<file path="src/rtl/operand_read_stage_if.sv">
// ----------------------------------------------------------------------------
// operand_read_stage_if
//   Groups every non-clock, non-reset signal of operand_read_stage.
//   The slave modport is the stage's view. The master modport is the view of
//   the surrounding issue queue, register file, result buses and execute unit.
//   Signal names keep the pipeline's IN_/OUT_ naming. The parameters must
//   match the ones given to operand_read_stage.
//
//   Issue side   : IN_valid, IN_sqN, IN_tagA/B/Dst, IN_imm, IN_immB,
//                  IN_opcode, IN_fu in; OUT_stall out
//   RF side      : OUT_rfEn, OUT_rfAddrA/B out; IN_rfDataA/B in (one cycle later)
//   Result buses : IN_resValid, IN_resTag, IN_resData in
//   Flush        : IN_branchTaken, IN_branchSqN in
//   Execute side : IN_stall in; OUT_valid, OUT_sqN, OUT_tagDst, OUT_imm,
//                  OUT_opcode, OUT_fu, OUT_srcA, OUT_srcB out
// ----------------------------------------------------------------------------
interface operand_read_stage_if #(
   parameter int XLEN             = 32,
   parameter int TAG_BITS         = 7,
   parameter int SQN_BITS         = 7,
   parameter int RESULT_BUS_COUNT = 4,
   parameter int IMM_BITS         = 32,
   parameter int OPC_BITS         = 6,
   parameter int FU_BITS          = 4
);
   logic                               IN_valid;
   logic [SQN_BITS-1:0]                IN_sqN;
   logic [TAG_BITS-1:0]                IN_tagA;
   logic [TAG_BITS-1:0]                IN_tagB;
   logic [TAG_BITS-1:0]                IN_tagDst;
   logic [IMM_BITS-1:0]                IN_imm;
   logic                               IN_immB;
   logic [OPC_BITS-1:0]                IN_opcode;
   logic [FU_BITS-1:0]                 IN_fu;
   logic                               OUT_stall;

   logic                               OUT_rfEn;
   logic [TAG_BITS-2:0]                OUT_rfAddrA;
   logic [TAG_BITS-2:0]                OUT_rfAddrB;
   logic [XLEN-1:0]                    IN_rfDataA;
   logic [XLEN-1:0]                    IN_rfDataB;

   logic [RESULT_BUS_COUNT-1:0]        IN_resValid;
   logic [RESULT_BUS_COUNT*TAG_BITS-1:0] IN_resTag;
   logic [RESULT_BUS_COUNT*XLEN-1:0]   IN_resData;

   logic                               IN_branchTaken;
   logic [SQN_BITS-1:0]                IN_branchSqN;

   logic                               IN_stall;
   logic                               OUT_valid;
   logic [SQN_BITS-1:0]                OUT_sqN;
   logic [TAG_BITS-1:0]                OUT_tagDst;
   logic [XLEN-1:0]                    OUT_imm;
   logic [OPC_BITS-1:0]                OUT_opcode;
   logic [FU_BITS-1:0]                 OUT_fu;
   logic [XLEN-1:0]                    OUT_srcA;
   logic [XLEN-1:0]                    OUT_srcB;

   modport slave (
      input  IN_valid, IN_sqN, IN_tagA, IN_tagB, IN_tagDst, IN_imm, IN_immB,
             IN_opcode, IN_fu, IN_rfDataA, IN_rfDataB, IN_resValid, IN_resTag,
             IN_resData, IN_branchTaken, IN_branchSqN, IN_stall,
      output OUT_stall, OUT_rfEn, OUT_rfAddrA, OUT_rfAddrB, OUT_valid, OUT_sqN,
             OUT_tagDst, OUT_imm, OUT_opcode, OUT_fu, OUT_srcA, OUT_srcB
   );

   modport master (
      output IN_valid, IN_sqN, IN_tagA, IN_tagB, IN_tagDst, IN_imm, IN_immB,
             IN_opcode, IN_fu, IN_rfDataA, IN_rfDataB, IN_resValid, IN_resTag,
             IN_resData, IN_branchTaken, IN_branchSqN, IN_stall,
      input  OUT_stall, OUT_rfEn, OUT_rfAddrA, OUT_rfAddrB, OUT_valid, OUT_sqN,
             OUT_tagDst, OUT_imm, OUT_opcode, OUT_fu, OUT_srcA, OUT_srcB
   );
endinterface

</file>
<file path="src/rtl/operand_read_stage.sv">
// ----------------------------------------------------------------------------
// operand_read_stage
//   Register-read stage that sits behind the issue queue. It issues a
//   synchronous RF read when a uop is accepted and holds the uop in slot S1
//   while the data returns. When S1 moves to slot OUT, each operand is
//   resolved from one of three sources: a tag constant, a result-bus bypass,
//   or RF/held data. There are two slots, the stage sustains one uop per
//   cycle, and uops younger than a mispredicted branch are flushed.
//
//   Ports:
//     clk : clock, all state on the rising edge
//     rst : asynchronous active-low reset
//     bus : operand_read_stage_if.slave (issue, RF, result buses, flush, execute)
//
//   Handshakes:
//     The issue side transfers a uop on a cycle with IN_valid && !OUT_stall.
//     A uop younger than a branch flushed in the same cycle is not taken.
//     The execute side takes a uop on a cycle with OUT_valid && !IN_stall.
//     While OUT_valid && IN_stall, every OUT_* signal stays stable.
// ----------------------------------------------------------------------------
module operand_read_stage #(
   parameter int XLEN             = 32,
   parameter int TAG_BITS         = 7,
   parameter int SQN_BITS         = 7,
   parameter int RESULT_BUS_COUNT = 4,
   parameter int IMM_BITS         = 32,
   parameter int OPC_BITS         = 6,
   parameter int FU_BITS          = 4
) (
   input logic                 clk,
   input logic                 rst,
   operand_read_stage_if.slave bus
);

   // x is younger than branch br when (x - br) is strictly positive as a
   // signed SQN_BITS value. This keeps the comparison valid across wrap.
   function automatic logic younger(input logic [SQN_BITS-1:0] x,
                                    input logic [SQN_BITS-1:0] br);
      logic [SQN_BITS-1:0] d;
      d = x - br;
      return !d[SQN_BITS-1] && (d != '0);
   endfunction

   // Priority is: tag constant, then the lowest-index matching result bus,
   // then RF or held data. A bus tag with its MSB set can never equal a
   // register tag, because the constant case has already been taken.
   function automatic logic [XLEN-1:0] resolve(
      input logic [TAG_BITS-1:0]                  tag,
      input logic [RESULT_BUS_COUNT-1:0]          rv,
      input logic [RESULT_BUS_COUNT*TAG_BITS-1:0] rt,
      input logic [RESULT_BUS_COUNT*XLEN-1:0]     rd,
      input logic                                 fresh,
      input logic [XLEN-1:0]                      rf,
      input logic [XLEN-1:0]                      held);
      logic [XLEN-1:0] r;
      logic            hit;
      r   = fresh ? rf : held;
      hit = 1'b0;
      if (tag[TAG_BITS-1]) begin
         r = {{(XLEN-TAG_BITS+1){tag[TAG_BITS-2]}}, tag[TAG_BITS-2:0]};
      end else begin
         for (int i = 0; i < RESULT_BUS_COUNT; i++) begin
            if (!hit && rv[i] && (rt[i*TAG_BITS +: TAG_BITS] == tag)) begin
               r   = rd[i*XLEN +: XLEN];
               hit = 1'b1;
            end
         end
      end
      return r;
   endfunction

   // Immediate widened to XLEN once, at capture.
   logic [XLEN-1:0] imm_ext;
   if (IMM_BITS < XLEN) begin : g_imm_ext
      assign imm_ext = {{(XLEN-IMM_BITS){bus.IN_imm[IMM_BITS-1]}}, bus.IN_imm};
   end else begin : g_imm_full
      assign imm_ext = bus.IN_imm[XLEN-1:0];
   end

   // Slot S1
   logic                s1_valid;
   logic                s1_fresh;   // RF data for this uop is on IN_rfData now
   logic [SQN_BITS-1:0] s1_sqn;
   logic [TAG_BITS-1:0] s1_tag_a;
   logic [TAG_BITS-1:0] s1_tag_b;
   logic [TAG_BITS-1:0] s1_tag_dst;
   logic [XLEN-1:0]     s1_imm;
   logic                s1_imm_b;
   logic [OPC_BITS-1:0] s1_opcode;
   logic [FU_BITS-1:0]  s1_fu;
   logic [XLEN-1:0]     held_a;
   logic [XLEN-1:0]     held_b;

   // Slot OUT
   logic                out_valid;
   logic [SQN_BITS-1:0] out_sqn;
   logic [TAG_BITS-1:0] out_tag_dst;
   logic [XLEN-1:0]     out_imm;
   logic [OPC_BITS-1:0] out_opcode;
   logic [FU_BITS-1:0]  out_fu;
   logic [XLEN-1:0]     out_src_a;
   logic [XLEN-1:0]     out_src_b;

   logic            advance;
   logic            stall_in;
   logic            accept;
   logic            s1_flush;
   logic            s1_live;
   logic            out_flush;
   logic [XLEN-1:0] res_a;
   logic [XLEN-1:0] res_b;

   always_comb begin
      advance   = !out_valid || !bus.IN_stall;
      // The stall ignores flushes. This keeps it off the flush compare path.
      stall_in  = s1_valid && !advance;
      accept    = bus.IN_valid && !stall_in &&
                  !(bus.IN_branchTaken && younger(bus.IN_sqN, bus.IN_branchSqN));
      s1_flush  = bus.IN_branchTaken && younger(s1_sqn, bus.IN_branchSqN);
      s1_live   = s1_valid && !s1_flush;
      out_flush = bus.IN_branchTaken && younger(out_sqn, bus.IN_branchSqN);
      res_a     = resolve(s1_tag_a, bus.IN_resValid, bus.IN_resTag, bus.IN_resData,
                          s1_fresh, bus.IN_rfDataA, held_a);
      res_b     = s1_imm_b ? s1_imm :
                  resolve(s1_tag_b, bus.IN_resValid, bus.IN_resTag, bus.IN_resData,
                          s1_fresh, bus.IN_rfDataB, held_b);
   end

   assign bus.OUT_stall   = stall_in;
   assign bus.OUT_rfEn    = accept;
   assign bus.OUT_rfAddrA = bus.IN_tagA[TAG_BITS-2:0];
   assign bus.OUT_rfAddrB = bus.IN_tagB[TAG_BITS-2:0];

   assign bus.OUT_valid   = out_valid;
   assign bus.OUT_sqN     = out_sqn;
   assign bus.OUT_tagDst  = out_tag_dst;
   assign bus.OUT_imm     = out_imm;
   assign bus.OUT_opcode  = out_opcode;
   assign bus.OUT_fu      = out_fu;
   assign bus.OUT_srcA    = out_src_a;
   assign bus.OUT_srcB    = out_src_b;

   always_ff @(posedge clk or negedge rst) begin
      if (!rst) begin
         s1_valid    <= 1'b0;
         s1_fresh    <= 1'b0;
         s1_sqn      <= '0;
         s1_tag_a    <= '0;
         s1_tag_b    <= '0;
         s1_tag_dst  <= '0;
         s1_imm      <= '0;
         s1_imm_b    <= 1'b0;
         s1_opcode   <= '0;
         s1_fu       <= '0;
         held_a      <= '0;
         held_b      <= '0;
         out_valid   <= 1'b0;
         out_sqn     <= '0;
         out_tag_dst <= '0;
         out_imm     <= '0;
         out_opcode  <= '0;
         out_fu      <= '0;
         out_src_a   <= '0;
         out_src_b   <= '0;
      end else begin
         // OUT slot
         if (advance) begin
            if (s1_live) begin
               out_valid   <= 1'b1;
               out_sqn     <= s1_sqn;
               out_tag_dst <= s1_tag_dst;
               out_imm     <= s1_imm;
               out_opcode  <= s1_opcode;
               out_fu      <= s1_fu;
               out_src_a   <= res_a;
               out_src_b   <= res_b;
            end else begin
               out_valid <= 1'b0;
            end
         end else if (out_flush) begin
            // A younger uop is killed even while execute is stalling.
            out_valid <= 1'b0;
         end

         // S1 slot
         if (accept) begin
            s1_valid   <= 1'b1;
            s1_fresh   <= 1'b1;
            s1_sqn     <= bus.IN_sqN;
            s1_tag_a   <= bus.IN_tagA;
            s1_tag_b   <= bus.IN_tagB;
            s1_tag_dst <= bus.IN_tagDst;
            s1_imm     <= imm_ext;
            s1_imm_b   <= bus.IN_immB;
            s1_opcode  <= bus.IN_opcode;
            s1_fu      <= bus.IN_fu;
         end else if (s1_valid && (advance || s1_flush)) begin
            s1_valid <= 1'b0;
            s1_fresh <= 1'b0;
         end else if (s1_valid) begin
            // Stalled. The first cycle captures the RF data. Every cycle also
            // folds in bypass hits, so a result broadcast during the stall
            // is not lost.
            held_a   <= res_a;
            held_b   <= res_b;
            s1_fresh <= 1'b0;
         end
      end
   end

endmodule
</file>
<file path="src/flat_wrapper.sv">
// flat-port wrapper written by rule: the top's interface ports become plain ports
module operand_read_stage_flat 
#(
   parameter int XLEN             = 32,
   parameter int TAG_BITS         = 7,
   parameter int SQN_BITS         = 7,
   parameter int RESULT_BUS_COUNT = 4,
   parameter int IMM_BITS         = 32,
   parameter int OPC_BITS         = 6,
   parameter int FU_BITS          = 4
)
  (clk, rst, bus_IN_valid, bus_IN_sqN, bus_IN_tagA, bus_IN_tagB, bus_IN_tagDst, bus_IN_imm, bus_IN_immB, bus_IN_opcode, bus_IN_fu, bus_IN_rfDataA, bus_IN_rfDataB, bus_IN_resValid, bus_IN_resTag, bus_IN_resData, bus_IN_branchTaken, bus_IN_branchSqN, bus_IN_stall, bus_OUT_stall, bus_OUT_rfEn, bus_OUT_rfAddrA, bus_OUT_rfAddrB, bus_OUT_valid, bus_OUT_sqN, bus_OUT_tagDst, bus_OUT_imm, bus_OUT_opcode, bus_OUT_fu, bus_OUT_srcA, bus_OUT_srcB);
  operand_read_stage_if #(.XLEN(XLEN), .TAG_BITS(TAG_BITS), .SQN_BITS(SQN_BITS), .RESULT_BUS_COUNT(RESULT_BUS_COUNT), .IMM_BITS(IMM_BITS), .OPC_BITS(OPC_BITS), .FU_BITS(FU_BITS)) bus_i ();
  input logic clk;
  input logic rst;
  input wire logic [$bits(bus_i.IN_valid)-1:0] bus_IN_valid;
  input wire logic [$bits(bus_i.IN_sqN)-1:0] bus_IN_sqN;
  input wire logic [$bits(bus_i.IN_tagA)-1:0] bus_IN_tagA;
  input wire logic [$bits(bus_i.IN_tagB)-1:0] bus_IN_tagB;
  input wire logic [$bits(bus_i.IN_tagDst)-1:0] bus_IN_tagDst;
  input wire logic [$bits(bus_i.IN_imm)-1:0] bus_IN_imm;
  input wire logic [$bits(bus_i.IN_immB)-1:0] bus_IN_immB;
  input wire logic [$bits(bus_i.IN_opcode)-1:0] bus_IN_opcode;
  input wire logic [$bits(bus_i.IN_fu)-1:0] bus_IN_fu;
  input wire logic [$bits(bus_i.IN_rfDataA)-1:0] bus_IN_rfDataA;
  input wire logic [$bits(bus_i.IN_rfDataB)-1:0] bus_IN_rfDataB;
  input wire logic [$bits(bus_i.IN_resValid)-1:0] bus_IN_resValid;
  input wire logic [$bits(bus_i.IN_resTag)-1:0] bus_IN_resTag;
  input wire logic [$bits(bus_i.IN_resData)-1:0] bus_IN_resData;
  input wire logic [$bits(bus_i.IN_branchTaken)-1:0] bus_IN_branchTaken;
  input wire logic [$bits(bus_i.IN_branchSqN)-1:0] bus_IN_branchSqN;
  input wire logic [$bits(bus_i.IN_stall)-1:0] bus_IN_stall;
  output wire logic [$bits(bus_i.OUT_stall)-1:0] bus_OUT_stall;
  output wire logic [$bits(bus_i.OUT_rfEn)-1:0] bus_OUT_rfEn;
  output wire logic [$bits(bus_i.OUT_rfAddrA)-1:0] bus_OUT_rfAddrA;
  output wire logic [$bits(bus_i.OUT_rfAddrB)-1:0] bus_OUT_rfAddrB;
  output wire logic [$bits(bus_i.OUT_valid)-1:0] bus_OUT_valid;
  output wire logic [$bits(bus_i.OUT_sqN)-1:0] bus_OUT_sqN;
  output wire logic [$bits(bus_i.OUT_tagDst)-1:0] bus_OUT_tagDst;
  output wire logic [$bits(bus_i.OUT_imm)-1:0] bus_OUT_imm;
  output wire logic [$bits(bus_i.OUT_opcode)-1:0] bus_OUT_opcode;
  output wire logic [$bits(bus_i.OUT_fu)-1:0] bus_OUT_fu;
  output wire logic [$bits(bus_i.OUT_srcA)-1:0] bus_OUT_srcA;
  output wire logic [$bits(bus_i.OUT_srcB)-1:0] bus_OUT_srcB;
  assign bus_i.IN_valid = bus_IN_valid;
  assign bus_i.IN_sqN = bus_IN_sqN;
  assign bus_i.IN_tagA = bus_IN_tagA;
  assign bus_i.IN_tagB = bus_IN_tagB;
  assign bus_i.IN_tagDst = bus_IN_tagDst;
  assign bus_i.IN_imm = bus_IN_imm;
  assign bus_i.IN_immB = bus_IN_immB;
  assign bus_i.IN_opcode = bus_IN_opcode;
  assign bus_i.IN_fu = bus_IN_fu;
  assign bus_i.IN_rfDataA = bus_IN_rfDataA;
  assign bus_i.IN_rfDataB = bus_IN_rfDataB;
  assign bus_i.IN_resValid = bus_IN_resValid;
  assign bus_i.IN_resTag = bus_IN_resTag;
  assign bus_i.IN_resData = bus_IN_resData;
  assign bus_i.IN_branchTaken = bus_IN_branchTaken;
  assign bus_i.IN_branchSqN = bus_IN_branchSqN;
  assign bus_i.IN_stall = bus_IN_stall;
  assign bus_OUT_stall = bus_i.OUT_stall;
  assign bus_OUT_rfEn = bus_i.OUT_rfEn;
  assign bus_OUT_rfAddrA = bus_i.OUT_rfAddrA;
  assign bus_OUT_rfAddrB = bus_i.OUT_rfAddrB;
  assign bus_OUT_valid = bus_i.OUT_valid;
  assign bus_OUT_sqN = bus_i.OUT_sqN;
  assign bus_OUT_tagDst = bus_i.OUT_tagDst;
  assign bus_OUT_imm = bus_i.OUT_imm;
  assign bus_OUT_opcode = bus_i.OUT_opcode;
  assign bus_OUT_fu = bus_i.OUT_fu;
  assign bus_OUT_srcA = bus_i.OUT_srcA;
  assign bus_OUT_srcB = bus_i.OUT_srcB;
  operand_read_stage #(.XLEN(XLEN), .TAG_BITS(TAG_BITS), .SQN_BITS(SQN_BITS), .RESULT_BUS_COUNT(RESULT_BUS_COUNT), .IMM_BITS(IMM_BITS), .OPC_BITS(OPC_BITS), .FU_BITS(FU_BITS)) u_core (.clk(clk), .rst(rst), .bus(bus_i));
endmodule
</file>
<file path="config.mk">
export PLATFORM = sky130hd
export DESIGN_NAME = operand_read_stage_flat
export DESIGN_NICKNAME = d
export VERILOG_FILES = /design/src/rtl/operand_read_stage_if.sv /design/src/rtl/operand_read_stage.sv /design/src/flat_wrapper.sv
export SDC_FILE = /design/constraint.sdc
export NUM_CORES = 1
export LEC_CHECK = 0
export ABC_CLOCK_PERIOD_IN_PS = 6600
export CAP_MARGIN = 20
export CORE_ASPECT_RATIO = 0.5
export CORE_UTILIZATION = 45
export CTS_BUF_LIST = sky130_fd_sc_hd__clkbuf_16
export CTS_CLUSTER_SIZE = 12
export DETAILED_ROUTE_END_ITERATION = 16
export GPL_TIMING_DRIVEN = 0
export MAX_ROUTING_LAYER = met4
export PLACE_DENSITY = 0.77
export SETUP_SLACK_MARGIN = 0.2
export SYNTH_ARGS = -nofsm -noshare
export SYNTH_HDL_FRONTEND = slang
export SYNTH_SLANG_ARGS = --single-unit
</file>
<file path="constraint.sdc">
create_clock -name clk -period 6.6 [get_ports clk]
set_clock_uncertainty 0.1 [all_clocks]
set_input_delay 0.66 -clock clk [delete_from_list [all_inputs] [get_ports clk]]
set_output_delay 0.66 -clock clk [all_outputs]
set_load 0.005 [all_outputs]
</file>
After elaboration in Yosys (flattened, before gate mapping)
Cells that the tools add are included.
{ "classes": {"eq_ne": 8, "muxes": 33, "addsub": 3, "n_bitwise": 2, "reduce_logical": 50} }
{ "ops": {"columns": ["operator", "count"], "rows": [
  ["2-to-1 mux 32 bit", 13],
  ["== test 7 bit", 8],
  ["logical AND 1 bit", 25],
  ["nonzero test 7 bit", 3],
  ["subtractor 7 bit", 3],
  ["2-to-1 mux 1 bit", 20],
  ["logical NOT 1 bit", 15],
  ["nonzero test 2 bit", 2],
  ["AND reduction 3 bit", 1],
  ["nonzero test 3 bit", 1],
  ["logical OR 1 bit", 2],
  ["NOT 1 bit", 2],
  ["AND reduction 2 bit", 1]
]} }
{ "word_totals": {"inputBits": 307, "elab_cells": 116, "regBits": 258} }

Depth between registers and ports, before layout
{ "logic_depth": {"word_depth": 20, "ltp_mapped": 14} }

Worst setup path before layout
No wires, ideal clock.
{ "synth_path": {"path_kind": "input -> register", "from": "input port bus_IN_sqN[0]", "to": "register u_core.s1_imm[0]", "setup_time_ns": 0.125, "setup_slack_ns": 3.354, "t_required_ns": 6.375, "path_stages": 13, "n_path_buf": 2, "arrival_ns": 3.021, "path_cell_list": "inv_1 ha_1 inv_1 fa_1 a21oi_1 o21bai_1 a21o_1 a21oi_1 xnor2_1 a311oi_1 buf_2 buf_2 mux2_2"} }
{ "synth_between": {"elab_chain_len": 6} }
{ "synth_lines": {"columns": ["item", "line_no", "rtl"], "rows": [
  ["start, declared", "flat_wrapper.sv:17", "input wire logic [$bits(bus_i.IN_sqN)-1:0] bus_IN_sqN;"],
  ["subtractor 7 bit *", "operand_read_stage.sv:40", "d = x - br;"],
  ["nonzero test 7 bit or logical NOT 1 bit (tied branches)", "operand_read_stage.sv:41", "return !d[SQN_BITS-1] && (d != '0);"],
  ["logical AND 1 bit *", "operand_read_stage.sv:41", null],
  ["logical AND 1 bit *", "operand_read_stage.sv:118", "!(bus.IN_branchTaken && younger(bus.IN_sqN, bus.IN_branchSqN));"],
  ["logical NOT 1 bit *", "operand_read_stage.sv:118", null],
  ["logical AND 1 bit *", "operand_read_stage.sv:117", "accept = bus.IN_valid && !stall_in &&"],
  ["end signal, assigned", "operand_read_stage.sv:193", "s1_imm <= imm_ext;"],
  ["end, declared", "operand_read_stage.sv:87", "logic [XLEN-1:0] s1_imm;"]
]} }
Mark *: on every way between the ends. The rest lies on a longest branch, timed or not.
A chain may end at the register's enable or synchronous reset.

Worst setup path in the final report
{ "layout_path": {"from": "input port bus_IN_branchSqN[0]", "to": "register u_core.out_tag_dst[3] (netlist: u_core.bus.OUT_tagDst[3])"} }
{ "layout_between": {"elab_chain_len": 7} }
{ "layout_lines": {"columns": ["item", "line_no", "rtl"], "rows": [
  ["start, declared", "flat_wrapper.sv:31", "input wire logic [$bits(bus_i.IN_branchSqN)-1:0] bus_IN_branchSqN;"],
  ["subtractor 7 bit *", "operand_read_stage.sv:40", null],
  ["nonzero test 7 bit or logical NOT 1 bit (tied branches)", "operand_read_stage.sv:41", null],
  ["logical AND 1 bit *", "operand_read_stage.sv:41", null],
  ["logical AND 1 bit *", "operand_read_stage.sv:119", "s1_flush = bus.IN_branchTaken && younger(s1_sqn, bus.IN_branchSqN);"],
  ["logical NOT 1 bit *", "operand_read_stage.sv:120", "s1_live = s1_valid && !s1_flush;"],
  ["logical AND 1 bit *", "operand_read_stage.sv:120", null],
  ["AND reduction 2 bit (no line) *", null, null],
  ["end signal, assigned", "operand_read_stage.sv:171", "out_tag_dst <= s1_tag_dst;"],
  ["end, declared", "operand_read_stage.sv:97", "logic [TAG_BITS-1:0] out_tag_dst;"]
]} }
Marks and branches as above.

==> flow_summary.ini <==
[placed_design]
placed_area_um2 = 20200
placed_cells = 2617
dpl.hpwl_um = 56600
portBuffers = 441
globalplace.congestion = 1.11

[final_layout]
fin_cells = 2668
layout_commonest_cell = sky130_fd_sc_hd__clkdlybuf4s50_1
layout_common_cells = sky130_fd_sc_hd__clkdlybuf4s50_1 (440), sky130_fd_sc_hd__nand2_1 (317), sky130_fd_sc_hd__dfrtp_1 (258)
post_route_cells_drive_above_1_share_pct = 9.00
nets = 2536
postLayoutCoreUtil_pct = 63.5
design_area_um2 = 21000
area_growth_syn_to_layout_pct = 38.3

[clock_tree]
latest_clock_arrival_within_the_worst_skew_pair_ns = 0.57
cts_max_level = 1
cts.root.buffer_cell = sky130_fd_sc_hd__clkbuf_16
ctsLongestPathBuffers = 3
clk_pin_slew_ns = 0.06
cts_tree = yes
tritoncts_num_sinks = 258
tritoncts.num_buffers = 26

[run]
maxCapViolCount = 0

[critical_path]
timing.reg2reg.worst_path_depth = 14
critical-path-top-delay-family = buffers and inverters
crit_path_end_kind = register
critical_path_required_ns = 7.00
r2r_setup_slack_ns = 2.07
worst_path_max_delay_cell = sky130_fd_sc_hd__o211ai_1
cp_cell_sequence = clkdlybuf4s50_1 -> ha_1 -> inv_1 -> fa_1 -> a211oi_1 -> a2111oi_0 -> nand2b_1 -> a31o_2 -> o211ai_1 -> buf_2 -> buf_2 -> buf_2 -> nand2_1 -> nand2_1
critPathBufInv = 5
timing.critical_path.slowest_cell_delay_ns = 0.89
r2r-end = u_core.bus.OUT_tagDst[3]
critPathKind = primary input to register
start_kind = primary input
path_common_cell = sky130_fd_sc_hd__buf_2
rr_startpoint = u_core.s1_sqn[0]
critPathArrivalTime_ns = 5.15
critical_path.max_fanout = 10

[logic_synthesis]
async_flop_share_pct = 100
synth_sequential_area_ratio_pct = 42.5
synth.ff_latch_count = 258
synth_cell_types = 59
synth_warnings = 0
synth_ff_type = sky130_fd_sc_hd__dfrtp_1
syn-cell-area_um2 = 15200
avgSynthCellArea_um2 = 8.78
synth_edf_count = 0
synthesis.instances = 1729
synth_fp_nets = 2057

[hold_path]
hold_start = u_core.s1_opcode[3]
min_delay_path_depth = 2
worst_hold_path.endpoint = u_core.bus.OUT_opcode[3]
hold_path_class = register to register

[floorplanning]
row_count = 47
boundary_pin_count = 442
dieWidth_um = 262
initial_utilization_pct = 45.9
die_h_um = 132
die_footprint_um2 = 34500
coreArea_um2 = 33100

[sta]
min_period_over_period_pct = 71.9
slew_viol_final = 0
final_period_minus_worst_setup_slack_ns = 4.74
max_slew_margin_pct = 10.6
maxClockFrequency_mhz = 211
worst_pin_slew_ns = 1.31
final-hold-violation-count = 0
unrepaired_setup_endpoints_after_global_routing = no
timing.setup.tns_ns = 0
setup_viol_count_final = 0

[pwr]
cellInternalPower_uw = 4730
sw_frac_of_total_pct = 40.3
power_share_of_the_sequential_group_pct = 34.2
p_comb_share_pct = 48.9
power_switching_uw = 3200
p_total_uw = 7930
highest_ir_drop_seen_on_vdd_mv = 0.256
total_leakage_power_uw = 0.00869
power_density_nw_per_um2 = 377
clockPowerShare_pct = 16.9

[routing]
routed-via-count = 16200
postRouteWirelength_um = 71000
wire_per_inst_um = 26.6
detail_route.vias_per_cell = 6.08
drcViolationCount = 0
drt_iter0_drc = 2260
dr.pass1.iters = 6
detail-route-antenna-nets = 0

[run_status]
status = finished clean

[global_route]
antenna_violations_before_repair = 17
gr-usage-all-layers_pct = 41.5
grt_first_pass_wirelength_um = 102000
grt-ovfl-total = 0
first_global_vias = 15100
grt_max_degree = 104
[per-stage QoR]
stage | hold slack (ns) | setup WS (ns)
finish | 0.360 | 1.86
global route | 0.391 | 1.65
CTS | 0.363 | 1.87
detailed placement | 0.346 | 1.49
global placement | 0.341 | -6.34
floorplan | 0.264 | 3.35
[cells by family after synthesis]
family,Yosys count,synth area share (%)
xor gates and xnor gates,64,3.69
adders and majority gates,21,1.88
and+or+nand+nor,671,20.8
DFF,258,42.5
buffers and inverters,193,5.71
muxes,106,7.60
AOI/OAI and AO/OA,416,17.8
[power groups by stage]
stage	Combinational, µW	Sequential (µW)	Clock (µW)
6_report	3880	2710	1340
5_1_grt	4110	2770	1400
4_1_cts	3760	2690	1340
3_5_place_dp	3740	2710	0
3_3_place_gp	3680	2690	0
2_1_floorplan	1850	2600	0
[repair_timing]
item                      CTS  global route
hold buffers                1             0
setup buffers               0             0
hold endpoints to repair   55             0
gates resized for setup     0             0
[area by class of cell]
cell class	count	area, µm²
Antenna cell	16	40.0
Inverter	34	128
Tap cell	441	552
Sequential cell	258	6460
Timing Repair Buffer	451	4520
Clock inverter	5	55.1
Multi-Input combinational cell	1278	7870
Clock buffer	26	651
Buffer	159	739
Fill cell	2907	12100
[tightest hold or removal path, stage by stage, from the launching register on]
cell,delay [ns]
sky130_fd_sc_hd__dfrtp_1,0.34
sky130_fd_sc_hd__nand2_1,0.05
sky130_fd_sc_hd__nand2_1,0.04
[registers in the layout (all words and copies together) (netlist names)]
register,flops
u_core.held_a,32
u_core.s1_tag_b,7
u_core.s1_tag_dst,7
u_core.bus.OUT_valid,1
u_core.bus.OUT_sqN,7
u_core.s1_fu,4
u_core.bus.OUT_imm,32
u_core.s1_imm_b,1
u_core.s1_fresh,1
u_core.bus.OUT_fu,4
u_core.s1_sqn,7
u_core.s1_valid,1
u_core.held_b,32
u_core.s1_tag_a,7
u_core.bus.OUT_srcB,32
u_core.bus.OUT_srcA,32
u_core.s1_imm,32
u_core.bus.OUT_tagDst,7
u_core.s1_opcode,6
u_core.bus.OUT_opcode,6
[routing by layer]
layer,part of all wire (%),global-route usage (%),vias to the layer above
met5,0,-,-
met4,2.0,9.24,0
met3,13,14.1,100
met2,43,57.3,1030
met1,42,58.2,7992
li1,-,-,7090
[cell usage after synthesis, types with 4 or more instances]
cell | instances | area (µm²)
sky130_fd_sc_hd__a2111oi_0 | 33 | 289
sky130_fd_sc_hd__a211oi_1 | 19 | 143
sky130_fd_sc_hd__a21oi_1 | 76 | 380
sky130_fd_sc_hd__a221oi_2 | 5 | 75.1
sky130_fd_sc_hd__a311o_1 | 28 | 280
sky130_fd_sc_hd__a31o_2 | 8 | 70.1
sky130_fd_sc_hd__a31oi_1 | 28 | 175
sky130_fd_sc_hd__a41oi_1 | 5 | 43.8
sky130_fd_sc_hd__and3_1 | 19 | 119
sky130_fd_sc_hd__buf_1 | 7 | 26.3
sky130_fd_sc_hd__buf_2 | 42 | 210
sky130_fd_sc_hd__buf_4 | 20 | 150
sky130_fd_sc_hd__clkbuf_1 | 88 | 330
sky130_fd_sc_hd__dfrtp_1 | 258 | 6460
sky130_fd_sc_hd__ha_1 | 18 | 225
sky130_fd_sc_hd__inv_1 | 33 | 124
sky130_fd_sc_hd__mux2_2 | 75 | 845
sky130_fd_sc_hd__mux2i_1 | 31 | 310
sky130_fd_sc_hd__nand2_1 | 317 | 1190
sky130_fd_sc_hd__nand3_1 | 4 | 20.0
sky130_fd_sc_hd__nand3b_1 | 26 | 195
sky130_fd_sc_hd__nand4_1 | 10 | 62.6
sky130_fd_sc_hd__nor2_1 | 102 | 383
sky130_fd_sc_hd__nor2b_1 | 69 | 432
sky130_fd_sc_hd__nor3_1 | 38 | 190
sky130_fd_sc_hd__nor4_1 | 51 | 319
sky130_fd_sc_hd__o21a_1 | 7 | 52.6
sky130_fd_sc_hd__o21ai_0 | 115 | 576
sky130_fd_sc_hd__o21ai_1 | 29 | 145
sky130_fd_sc_hd__o22ai_1 | 27 | 169
sky130_fd_sc_hd__o31ai_1 | 11 | 82.6
sky130_fd_sc_hd__o41ai_1 | 5 | 43.8
sky130_fd_sc_hd__or2_2 | 7 | 43.8
sky130_fd_sc_hd__or3_1 | 9 | 56.3
sky130_fd_sc_hd__xnor2_1 | 36 | 315
sky130_fd_sc_hd__xor2_1 | 28 | 245
[worst max-delay path by stage]
stage                        start                        to  slack (ns)  cells after the start
2_1_floorplan        bus_IN_sqN[0]          u_core.s1_imm[0]        3.35                     13
3_3_place_gp                   rst   u_core.bus.OUT_srcB[20]       -6.34                      1
3_5_place_dp   bus_IN_branchSqN[0]      u_core.bus.OUT_valid        1.49                     13
4_1_cts        bus_IN_branchSqN[0]              bus_OUT_rfEn        1.87                     12
5_1_grt        bus_IN_branchSqN[1]              bus_OUT_rfEn        1.65                     11
6_report       bus_IN_branchSqN[0]  u_core.bus.OUT_tagDst[3]        1.86                     14
Note: power is estimated with default switching activity, not from simulation.
